--- src/rtl/mm_pkg.sv ---
// Shared types and width helpers for the matrix-vector controller.
package mm_pkg;

  typedef enum logic [1:0] {
    ST_IDLE  = 2'd0,
    ST_RUN   = 2'd1,
    ST_DRAIN = 2'd2,
    ST_OUT   = 2'd3
  } mm_state_e;

  localparam int PERF_W = 16;

  // Full-precision accumulator: one product plus log2(N) bits of growth.
  function automatic int acc_w(input int dw, input int n);
    return 2 * dw + $clog2(n);
  endfunction

  function automatic int idx_w(input int n);
    return (n > 1) ? $clog2(n) : 1;
  endfunction

endpackage

--- src/rtl/mm_mac.sv ---
// Signed multiply-accumulate: single-cycle product added into a full-precision accumulator.
// Clear has priority over enable; accumulator holds when neither is asserted.
module mm_mac #(
  parameter int DW   = 8,
  parameter int AccW = 18
) (
  input  logic            clk,
  input  logic            rst_n,
  input  logic            i_clr,
  input  logic            i_en,
  input  logic [DW-1:0]   i_a,
  input  logic [DW-1:0]   i_b,
  output logic [AccW-1:0] o_acc
);

  logic signed [2*DW-1:0] w_a;
  logic signed [2*DW-1:0] w_b;
  logic signed [2*DW-1:0] w_prod;
  logic        [AccW-1:0] w_prod_ext;
  logic        [AccW-1:0] r_acc;

  // Operands widened first so the low 2*DW product bits are exact.
  assign w_a        = {{DW{i_a[DW-1]}}, i_a};
  assign w_b        = {{DW{i_b[DW-1]}}, i_b};
  assign w_prod     = w_a * w_b;
  assign w_prod_ext = {{(AccW-2*DW){w_prod[2*DW-1]}}, w_prod};

  always_ff @(posedge clk or negedge rst_n) begin
    if (!rst_n) begin
      r_acc <= '0;
    end else if (i_clr) begin
      r_acc <= '0;
    end else if (i_en) begin
      r_acc <= r_acc + w_prod_ext;
    end
  end

  assign o_acc = r_acc;

endmodule

--- src/rtl/mm_ctrl.sv ---
// Matrix-vector controller: streams R rows of A against vector B through one MAC, one result per row.
// Optional cycle counter output cyc_cnt is enabled by defining MM_CTRL_PERF_EN.
module mm_ctrl
  import mm_pkg::*;
#(
  parameter int DW         = 8,
  parameter int N          = 4,
  parameter int R          = 4,
  parameter int BRAM_DEPTH = 16
) (
  input  logic                          clk,
  input  logic                          rst_n,
  input  logic                          start,
  output logic                          busy,
  output logic                          done,
  output logic                          a_rd_en,
  output logic                          b_rd_en,
  output logic [$clog2(BRAM_DEPTH)-1:0] a_addr,
  output logic [$clog2(BRAM_DEPTH)-1:0] b_addr,
  input  logic [DW-1:0]                 a_rd_data,
  input  logic [DW-1:0]                 b_rd_data,
  output logic                          res_valid,
  input  logic                          res_ready,
  output logic [acc_w(DW, N)-1:0]       res_data,
  output logic [idx_w(R)-1:0]           res_row
`ifdef MM_CTRL_PERF_EN
  ,
  output logic [PERF_W-1:0]             cyc_cnt
`endif
);

  localparam int AW   = $clog2(BRAM_DEPTH);
  localparam int ACCW = acc_w(DW, N);
  localparam int RW   = idx_w(R);
  localparam int KW   = idx_w(N);

  localparam logic [KW-1:0] K_LAST   = KW'(N - 1);
  localparam logic [RW-1:0] ROW_LAST = RW'(R - 1);

  mm_state_e     r_state;
  logic          r_busy;
  logic          r_rd_en;
  logic          r_vld;
  logic          r_res_valid;
  logic [AW-1:0] r_a_addr;
  logic [AW-1:0] r_b_addr;
  logic [KW-1:0] r_k;
  logic [RW-1:0] r_row;

  logic            w_start_acc;
  logic            w_hs;
  logic            w_last_row;
  logic            w_clr;
  logic [ACCW-1:0] w_acc;

  assign w_start_acc = (r_state == ST_IDLE) && start;
  assign w_hs        = r_res_valid && res_ready;
  assign w_last_row  = (r_row == ROW_LAST);
  // Clear lands on the same edge that enters RUN, so the row starts from zero.
  assign w_clr       = w_start_acc || (w_hs && !w_last_row);

  always_ff @(posedge clk or negedge rst_n) begin
    if (!rst_n) begin
      r_state     <= ST_IDLE;
      r_busy      <= 1'b0;
      r_rd_en     <= 1'b0;
      r_vld       <= 1'b0;
      r_res_valid <= 1'b0;
      r_a_addr    <= '0;
      r_b_addr    <= '0;
      r_k         <= '0;
      r_row       <= '0;
    end else begin
      r_vld <= r_rd_en;
      case (r_state)
        ST_IDLE: begin
          if (start) begin
            r_state  <= ST_RUN;
            r_busy   <= 1'b1;
            r_rd_en  <= 1'b1;
            r_a_addr <= '0;
            r_b_addr <= '0;
            r_k      <= '0;
            r_row    <= '0;
          end
        end
        ST_RUN: begin
          if (r_k == K_LAST) begin
            r_state <= ST_DRAIN;
            r_rd_en <= 1'b0;
          end else begin
            r_k      <= r_k + KW'(1);
            r_a_addr <= r_a_addr + AW'(1);
            r_b_addr <= r_b_addr + AW'(1);
          end
        end
        ST_DRAIN: begin
          r_state     <= ST_OUT;
          r_res_valid <= 1'b1;
        end
        ST_OUT: begin
          if (res_ready) begin
            r_res_valid <= 1'b0;
            if (w_last_row) begin
              r_state <= ST_IDLE;
              r_busy  <= 1'b0;
            end else begin
              // Rows are contiguous in A, so the next row begins one past the last read.
              r_state  <= ST_RUN;
              r_rd_en  <= 1'b1;
              r_row    <= r_row + RW'(1);
              r_k      <= '0;
              r_a_addr <= r_a_addr + AW'(1);
              r_b_addr <= '0;
            end
          end
        end
        default: begin
          r_state     <= ST_IDLE;
          r_busy      <= 1'b0;
          r_rd_en     <= 1'b0;
          r_res_valid <= 1'b0;
        end
      endcase
    end
  end

  mm_mac #(
    .DW   (DW),
    .AccW (ACCW)
  ) u_mac (
    .clk   (clk),
    .rst_n (rst_n),
    .i_clr (w_clr),
    .i_en  (r_vld),
    .i_a   (a_rd_data),
    .i_b   (b_rd_data),
    .o_acc (w_acc)
  );

`ifdef MM_CTRL_PERF_EN
  logic [PERF_W-1:0] r_cyc_cnt;

  always_ff @(posedge clk or negedge rst_n) begin
    if (!rst_n) begin
      r_cyc_cnt <= '0;
    end else if (r_state == ST_IDLE) begin
      if (start) begin
        r_cyc_cnt <= '0;
      end
    end else if (r_cyc_cnt != {PERF_W{1'b1}}) begin
      r_cyc_cnt <= r_cyc_cnt + PERF_W'(1);
    end
  end

  assign cyc_cnt = r_cyc_cnt;
`endif

  assign busy      = r_busy;
  assign a_rd_en   = r_rd_en;
  assign b_rd_en   = r_rd_en;
  assign a_addr    = r_a_addr;
  assign b_addr    = r_b_addr;
  assign res_valid = r_res_valid;
  assign res_data  = w_acc;
  assign res_row   = r_row;
  // Completion must coincide with the final handshake, so it follows res_ready directly.
  assign done      = w_hs && w_last_row;

endmodule

--- config.mk ---
export PLATFORM = sky130hd
export DESIGN_NAME = mm_ctrl
export DESIGN_NICKNAME = d
export VERILOG_FILES = /design/src/rtl/mm_pkg.sv /design/src/rtl/mm_mac.sv /design/src/rtl/mm_ctrl.sv
export SDC_FILE = /design/constraint.sdc
export NUM_CORES = 1
export LEC_CHECK = 0
export BUFFER_PORTS_ARGS = -buffer_cell sky130_fd_sc_hd__buf_2
export CELL_PAD_IN_SITES_DETAIL_PLACEMENT = 1
export CELL_PAD_IN_SITES_GLOBAL_PLACEMENT = 1
export CORE_MARGIN = 2
export CORE_UTILIZATION = 42
export CTS_CLUSTER_DIAMETER = 80
export DETAILED_ROUTE_END_ITERATION = 6
export PLACE_DENSITY_LB_ADDON = 0.1
export SYNTH_ARGS = -nofsm -noshare
export SYNTH_HDL_FRONTEND = slang
export SYNTH_SLANG_ARGS = --single-unit
--- constraint.sdc ---
create_clock -name clk -period 2.55 [get_ports clk]
set_clock_uncertainty 0.2 [all_clocks]
set_input_delay 0.255 -clock clk [delete_from_list [all_inputs] [get_ports clk]]
set_output_delay 0.255 -clock clk [all_outputs]
set_load 0.005 [all_outputs]
==> results.toml, run 1 <==
[run_status]
outcome = "complete, but fails checks"
violations = "negative setup slack"

[logic_synthesis]
syn-instance-count = 548
synth_warnings = 0
synth.largest_area_cell = "fa_1"
async_reset_ff_share_pct = 100.0
ys_ff_latch = 36
postSynthAreaPerCell_um2 = 8.877
ys_types = 46
synth_nets = 678
synth_top_area_share_pct = 23.05
synth_edf_count = 0
syn_area_um2 = 4865
ys_top_cells_by_area = "fa_1, dfrtp_1, ha_1"
yosysSeqAreaShare_pct = 18.52
ys.flop_type = "dfrtp_1"

[timing]
setup_viol_count_final = 15
finalCritPeriodShare_pct = 211.4
worst_slew_pin_slew_ns = 0.8712
finalCriticalPeriod_ns = 5.390
timing.fmax_mhz = 185.5
setup_slack_ns = -2.840
drv_slew = 0
max_slew_margin_pct = 41.92
hold_viol_final = 0
rsz0062_at_grt = "yes"

[floorplanning]
ios = 53
initial_core_util_pct = 42.79
fp.dieH_um = 111.6
die-area_um2 = 12460
coreArea_um2 = 11370
die_w_um = 111.6
num_rows = 39

[clock_tree]
tritoncts = "yes"
cts_sinks = 36
cts_buffers = 5
clockBufferDepth = 2
path_clk_slew_ns = 0.06
clock_latency_ns = 0.28
cts_max_level = 2
root_buffer = "clkbuf_16"

[cells_and_area]
final_cell_mix = "buf_4, inv_1, fa_1"
area_growth_pct = 46.30
nets = 850
layout-drive-gt1-share_pct = 41.05
final_common_cell = "buf_4"
antenna_cells = 0
final_cells = 864
n_fill_cell = 1297

[hold_path]
hold_path_class = "reg -> reg"

[route]
drtIter0Drc = 127
post-route-drc-count = 0
ant_nets = 0
dr.pass1.iters = 4
wl_per_cell_um = 17.92
avgViaCountPerCell = 5.102
wl_um = 15490
via_count = 4408

[global_route]
grt_pass1_wl_um = 24810
met1_usage_pct = 27.78
grt_max_degree = 37
overflow = 0
grt_use_total_pct = 24.34
busiest_layer = "met2"
antenna_found_initial = 0
grt_pass1_vias = 5085
grt_use_met2_pct = 47.03
use_met3_pct = 2.613

[placement]
dp_cells = 838
dp_hpwl_um = 11320
io_buffer_count = 52
globalplace.congestion = 0.8113

[worst_setup_path]
critPathKind = "in -> reg"
worstPathMaxFanout = 6
required_ns = 2.57
end_kind = "flip-flop"
start_kind = "input pin"
arrival_ns = 5.41

[job]
drv_cap = 0
[path summary, 6_finish.rpt]
path	startpoint	to	slack [ns]	cells after the start
setup reg to reg	u_mac.o_acc[0]	u_mac.o_acc[12]	-0.39	11
setup / recovery	a_rd_data[4]	u_mac.o_acc[17]	-2.84	25
hold reg to reg	a_rd_en	r_vld	0.22	0
min in group asynchronous	rst_n	u_mac.o_acc[1]	0.43	2
max in group asynchronous	rst_n	r_state[0]	1.11	2
hold / removal	a_rd_en	r_vld	0.22	0
[cell usage after synthesis (2+ instances only)]
cell type and count:
or3_1 2, nand2b_1 6, a21oi_1 23, nor2b_1 6, xor2_1 13, fa_1 56, nand4_1 3, a21o_1 7
and2_1 44, nand2_1 43, o21a_1 6, mux2i_1 8, and3_1 5, o21ai_0 29, xnor2_1 20, a211o_1 2
a31oi_1 2, o21ai_1 5, o21bai_1 3, nor3_1 6, dfrtp_1 36, nor2_1 31, ha_1 54, inv_1 101
clkbuf_1 5, o22ai_1 4, a211oi_1 6, nand3_1 4
[state kept, by name (all words and copies together), names as in the netlist]
name and flops:
res_valid 1, r_state 2, b_addr 4, a_addr 4, r_k 2, a_rd_en 1
res_row 2, busy 1, u_mac.o_acc 18, r_vld 1
[stage by stage]
stage	TNS, ns	hold WS [ns]	setup slack (ns)	area, um2	utilization (%)
detailed placement	-35.24	0.2112	-3.113	6332	55.69
floorplan	-27.25	-0.2406	-2.701	5161	-
global route	-34.36	0.2481	-3.028	7117	62.59
CTS	-30.80	0.2202	-2.801	6859	60.33
finish	-31.86	0.2245	-2.840	7117	62.59
global placement	-34.05	0.1950	-2.998	6332	55.69
[routing by layer]
metal,part of all wire [%],routed length (um)
met1,40,6198
met2,56,8703
met3,2.1,332
met4,1.6,253
met5,0,0
[logic make-up after synthesis]
group	Yosys count	share of synthesized area, %
fa+ha+maj	110	36.93
mux	9	1.878
buf+inv	109	8.642
simple gates	154	15.79
flops	36	18.52
compound gates	97	12.29
xor+xnor	33	5.941
[what timing repair did]
action                                  4_1_cts  5_1_grt
gates cloned                                  0        0
gates resized for setup                      67       43
pin swaps                                    48       32
endpoints found under the hold margin        37        0
hold buffers                                  2        0
setup buffers                                 9        9
endpoints found under the setup margin       15       16
[cell type report]
type                    instances  area [um2]  share of cell area, %
flip-flops and latches         36       902.1                  12.68
well taps                     143       178.9                  2.514
inverters                     101       379.1                  5.327
clock inverters                 3       42.54                 0.5977
clock buffers                   5       125.1                  1.758
multi-input cells             403        4204                  59.07
repair buffers                173        1285                  18.06
[worst max-delay path: stages]
cell	delay [ns]
buf_2	0.14
and2_4	0.15
fa_1	0.51
inv_2	0.04
fa_1	0.49
inv_1	0.06
fa_1	0.55
inv_1	0.05
fa_1	0.50
inv_2	0.05
ha_4	0.30
a21oi_4	0.06
buf_4	0.14
buf_4	0.14
xnor2_4	0.18
ha_4	0.25
and3_4	0.19
buf_6	0.12
and2_4	0.14
o211a_4	0.16
o31ai_4	0.29
o21ai_2	0.08
xor2_1	0.18
a211o_1	0.31
nand2_1	0.06
Power of run 1 is not shown: default switching activity piles up to over one toggle a cycle in this logic, so the estimate is an artifact.
==> inputs of run 2 (changes only) <==
--- a/config.mk
+++ b/config.mk
@@ -6,13 +6,13 @@
 export NUM_CORES = 1
 export LEC_CHECK = 0
 export BUFFER_PORTS_ARGS = -buffer_cell sky130_fd_sc_hd__buf_2
-export CELL_PAD_IN_SITES_DETAIL_PLACEMENT = 1
-export CELL_PAD_IN_SITES_GLOBAL_PLACEMENT = 1
 export CORE_MARGIN = 2
-export CORE_UTILIZATION = 42
+export CORE_UTILIZATION = 55
 export CTS_CLUSTER_DIAMETER = 80
 export DETAILED_ROUTE_END_ITERATION = 6
-export PLACE_DENSITY_LB_ADDON = 0.1
+export GPL_ROUTABILITY_DRIVEN = 0
+export PLACE_DENSITY = 0.78
+export SETUP_SLACK_MARGIN = 0.15
 export SYNTH_ARGS = -nofsm -noshare
 export SYNTH_HDL_FRONTEND = slang
 export SYNTH_SLANG_ARGS = --single-unit
==> results.toml, run 2 (same netlist as run 1, synthesis figures left out) <==
[cells_and_area]
n_fill_cell = 494
area_growth_pct = 43.62
final_cell_mix = "buf_4, inv_1, fa_1"
nets = 848
final_common_cell = "buf_4"
layout-drive-gt1-share_pct = 40.75
fin_util_pct = 80.90
antenna_cells = 0
largest_reg_flops = 18
final_cells = 827

[worst_setup_path]
reg2reg_slack_ns = -0.44
r2r-start = "u_mac.o_acc[0]"
required_ns = 2.53
crit_path_frequent_cell = "fa_1"
start_kind = "input pin"
critPathSlowestCell = "fa_1"
cp_slowest_stage_delay_ns = 0.54
rr_endpoint = "u_mac.o_acc[14]"
reg2regPathDepth = 11
critPathKind = "in -> reg"
end_kind = "flip-flop"
worstPathMaxFanout = 8
crit_chain = "buf_4 > and2_4 > fa_1 > inv_2 > fa_1 > inv_1 > fa_1 > inv_1 > fa_1 > inv_2 > ha_4 > o21ai_2 > o21bai_1 > a21oi_2 > xnor2_1 > ha_1 > and3_4 > buf_6 > a2111oi_4 > nand3b_1 > o22ai_2 > xor2_1 > o21ai_1"
arrival_ns = 5.47

[clock_tree]
path_clk_slew_ns = 0.08
clockBufferDepth = 2
root_buffer = "clkbuf_8"
cts_sinks = 36
tritoncts = "yes"
cts_max_level = 2
clock_latency_ns = 0.31
cts_buffers = 5

[placement]
dp_cells = 800
place_ws_ns = -3.014
io_buffer_count = 52
dp_hpwl_um = 9389

[route]
wl_met1_um = 5760
wl_per_cell_um = 17.59
drtIter0Drc = 188
wl_um = 14550
met2WireLength_um = 7506
dr.pass1.iters = 5
ant_nets = 0
routed.top_layer = "met4"
post-route-drc-count = 0
met3_length_um = 820
via_count = 4639
avgViaCountPerCell = 5.609

[floorplanning]
initial_core_util_pct = 56.33
ios = 53
die_w_um = 98.05
fp.dieH_um = 98.05
num_rows = 34
coreArea_um2 = 8636
die-area_um2 = 9613

[timing]
setup_slack_ns = -2.945
finalCritPeriodShare_pct = 215.5
hold_viol_final = 0
setup_viol_count_final = 15
timing.fmax_mhz = 182.0
finalCriticalPeriod_ns = 5.495
max_slew_margin_pct = 44.69
rsz0062_at_grt = "yes"
worst_slew_pin_slew_ns = 0.8296
drv_slew = 0

[job]
drv_cap = 0

[global_route]
overflow = 0
grt_pass1_wl_um = 21580
grt_pass1_vias = 4828
grt_max_degree = 37
antenna_found_initial = 0
grt_use_total_pct = 27.15

[hold_path]
holdPathEnd = "r_vld"
hold_path_class = "reg -> reg"
hold_path.startpoint = "a_rd_en"
hold_depth = 0

[run_status]
violations = "negative setup slack"
outcome = "complete, but fails checks"
==> run 2: cell count changes in the layout (fill, tap and decap cells not counted), moves of 4 or more <==
cell       before  now
a21oi_2         7   11
clkbuf_8        0    5
buf_6          21   29
clkbuf_16       5    0
a21oi_1        14   10
buf_4         107   96
==> run 2: worst max-delay path by stage <==
stage | startpoint | endpoint | slack [ns] | cells past startpoint
floorplan | b_rd_data[3] | u_mac.o_acc[17] | -2.70 | 21
global placement | a_rd_data[7] | u_mac.o_acc[16] | -2.92 | 23
detailed placement | a_rd_data[7] | u_mac.o_acc[16] | -3.01 | 23
CTS | b_rd_data[4] | u_mac.o_acc[17] | -2.67 | 25
global route | a_rd_data[7] | u_mac.o_acc[14] | -3.09 | 23
finish | a_rd_data[7] | u_mac.o_acc[14] | -2.94 | 23
==> run 2: through the flow <==
| stage | hold WS [ns] | cell area (um2) | setup TNS, ns |
|---|---|---|---|
| 5_1_grt | 0.2521 | 6987 | -33.80 |
| 3_5_place_dp | 0.1943 | 6266 | -34.44 |
| 3_3_place_gp | 0.1823 | 6266 | -33.19 |
| 4_1_cts | 0.2432 | 6775 | -28.98 |
| 2_1_floorplan | -0.2406 | 5161 | -27.25 |
| 6_report | 0.2479 | 6987 | -31.84 |
==> run 2: layout make-up <==
type / count / area [um2] / share of cell area (%)
multi-input cells: 403 / 4129 / 59.10
clock inverters: 3 / 42.54 / 0.6089
clock buffers: 5 / 68.82 / 0.9850
well taps: 108 / 135.1 / 1.934
inverters: 101 / 379.1 / 5.426
flip-flops and latches: 36 / 902.1 / 12.91
repair buffers: 171 / 1330 / 19.04
==> run 2: timing repair <==
action	CTS	global route
hold buffers	2	0
gates resized for setup	82	38
setup buffers	9	8
pin swaps	63	34
hold endpoints to repair	37	0
endpoints found under the setup margin	15	21
==> run 2: critical path, delay by kind of cell <==
family / cells / cell delay (ns)
simple gates: 3 / 0.60
compound gates: 6 / 1.08
fa+ha+maj: 6 / 2.63
buf+inv: 6 / 0.52
xor+xnor: 2 / 0.39
==> run 2: per-layer routing <==
| layer | track usage (%) | vias to the layer above |
|---|---|---|
| met3 | 4.223 | 53 |
| met5 | 0 | - |
| li1 | - | 2105 |
| met1 | 34.83 | 2294 |
| met2 | 48.42 | 187 |
| met4 | 6.303 | 0 |
Power of run 2 is left out for the same reason.
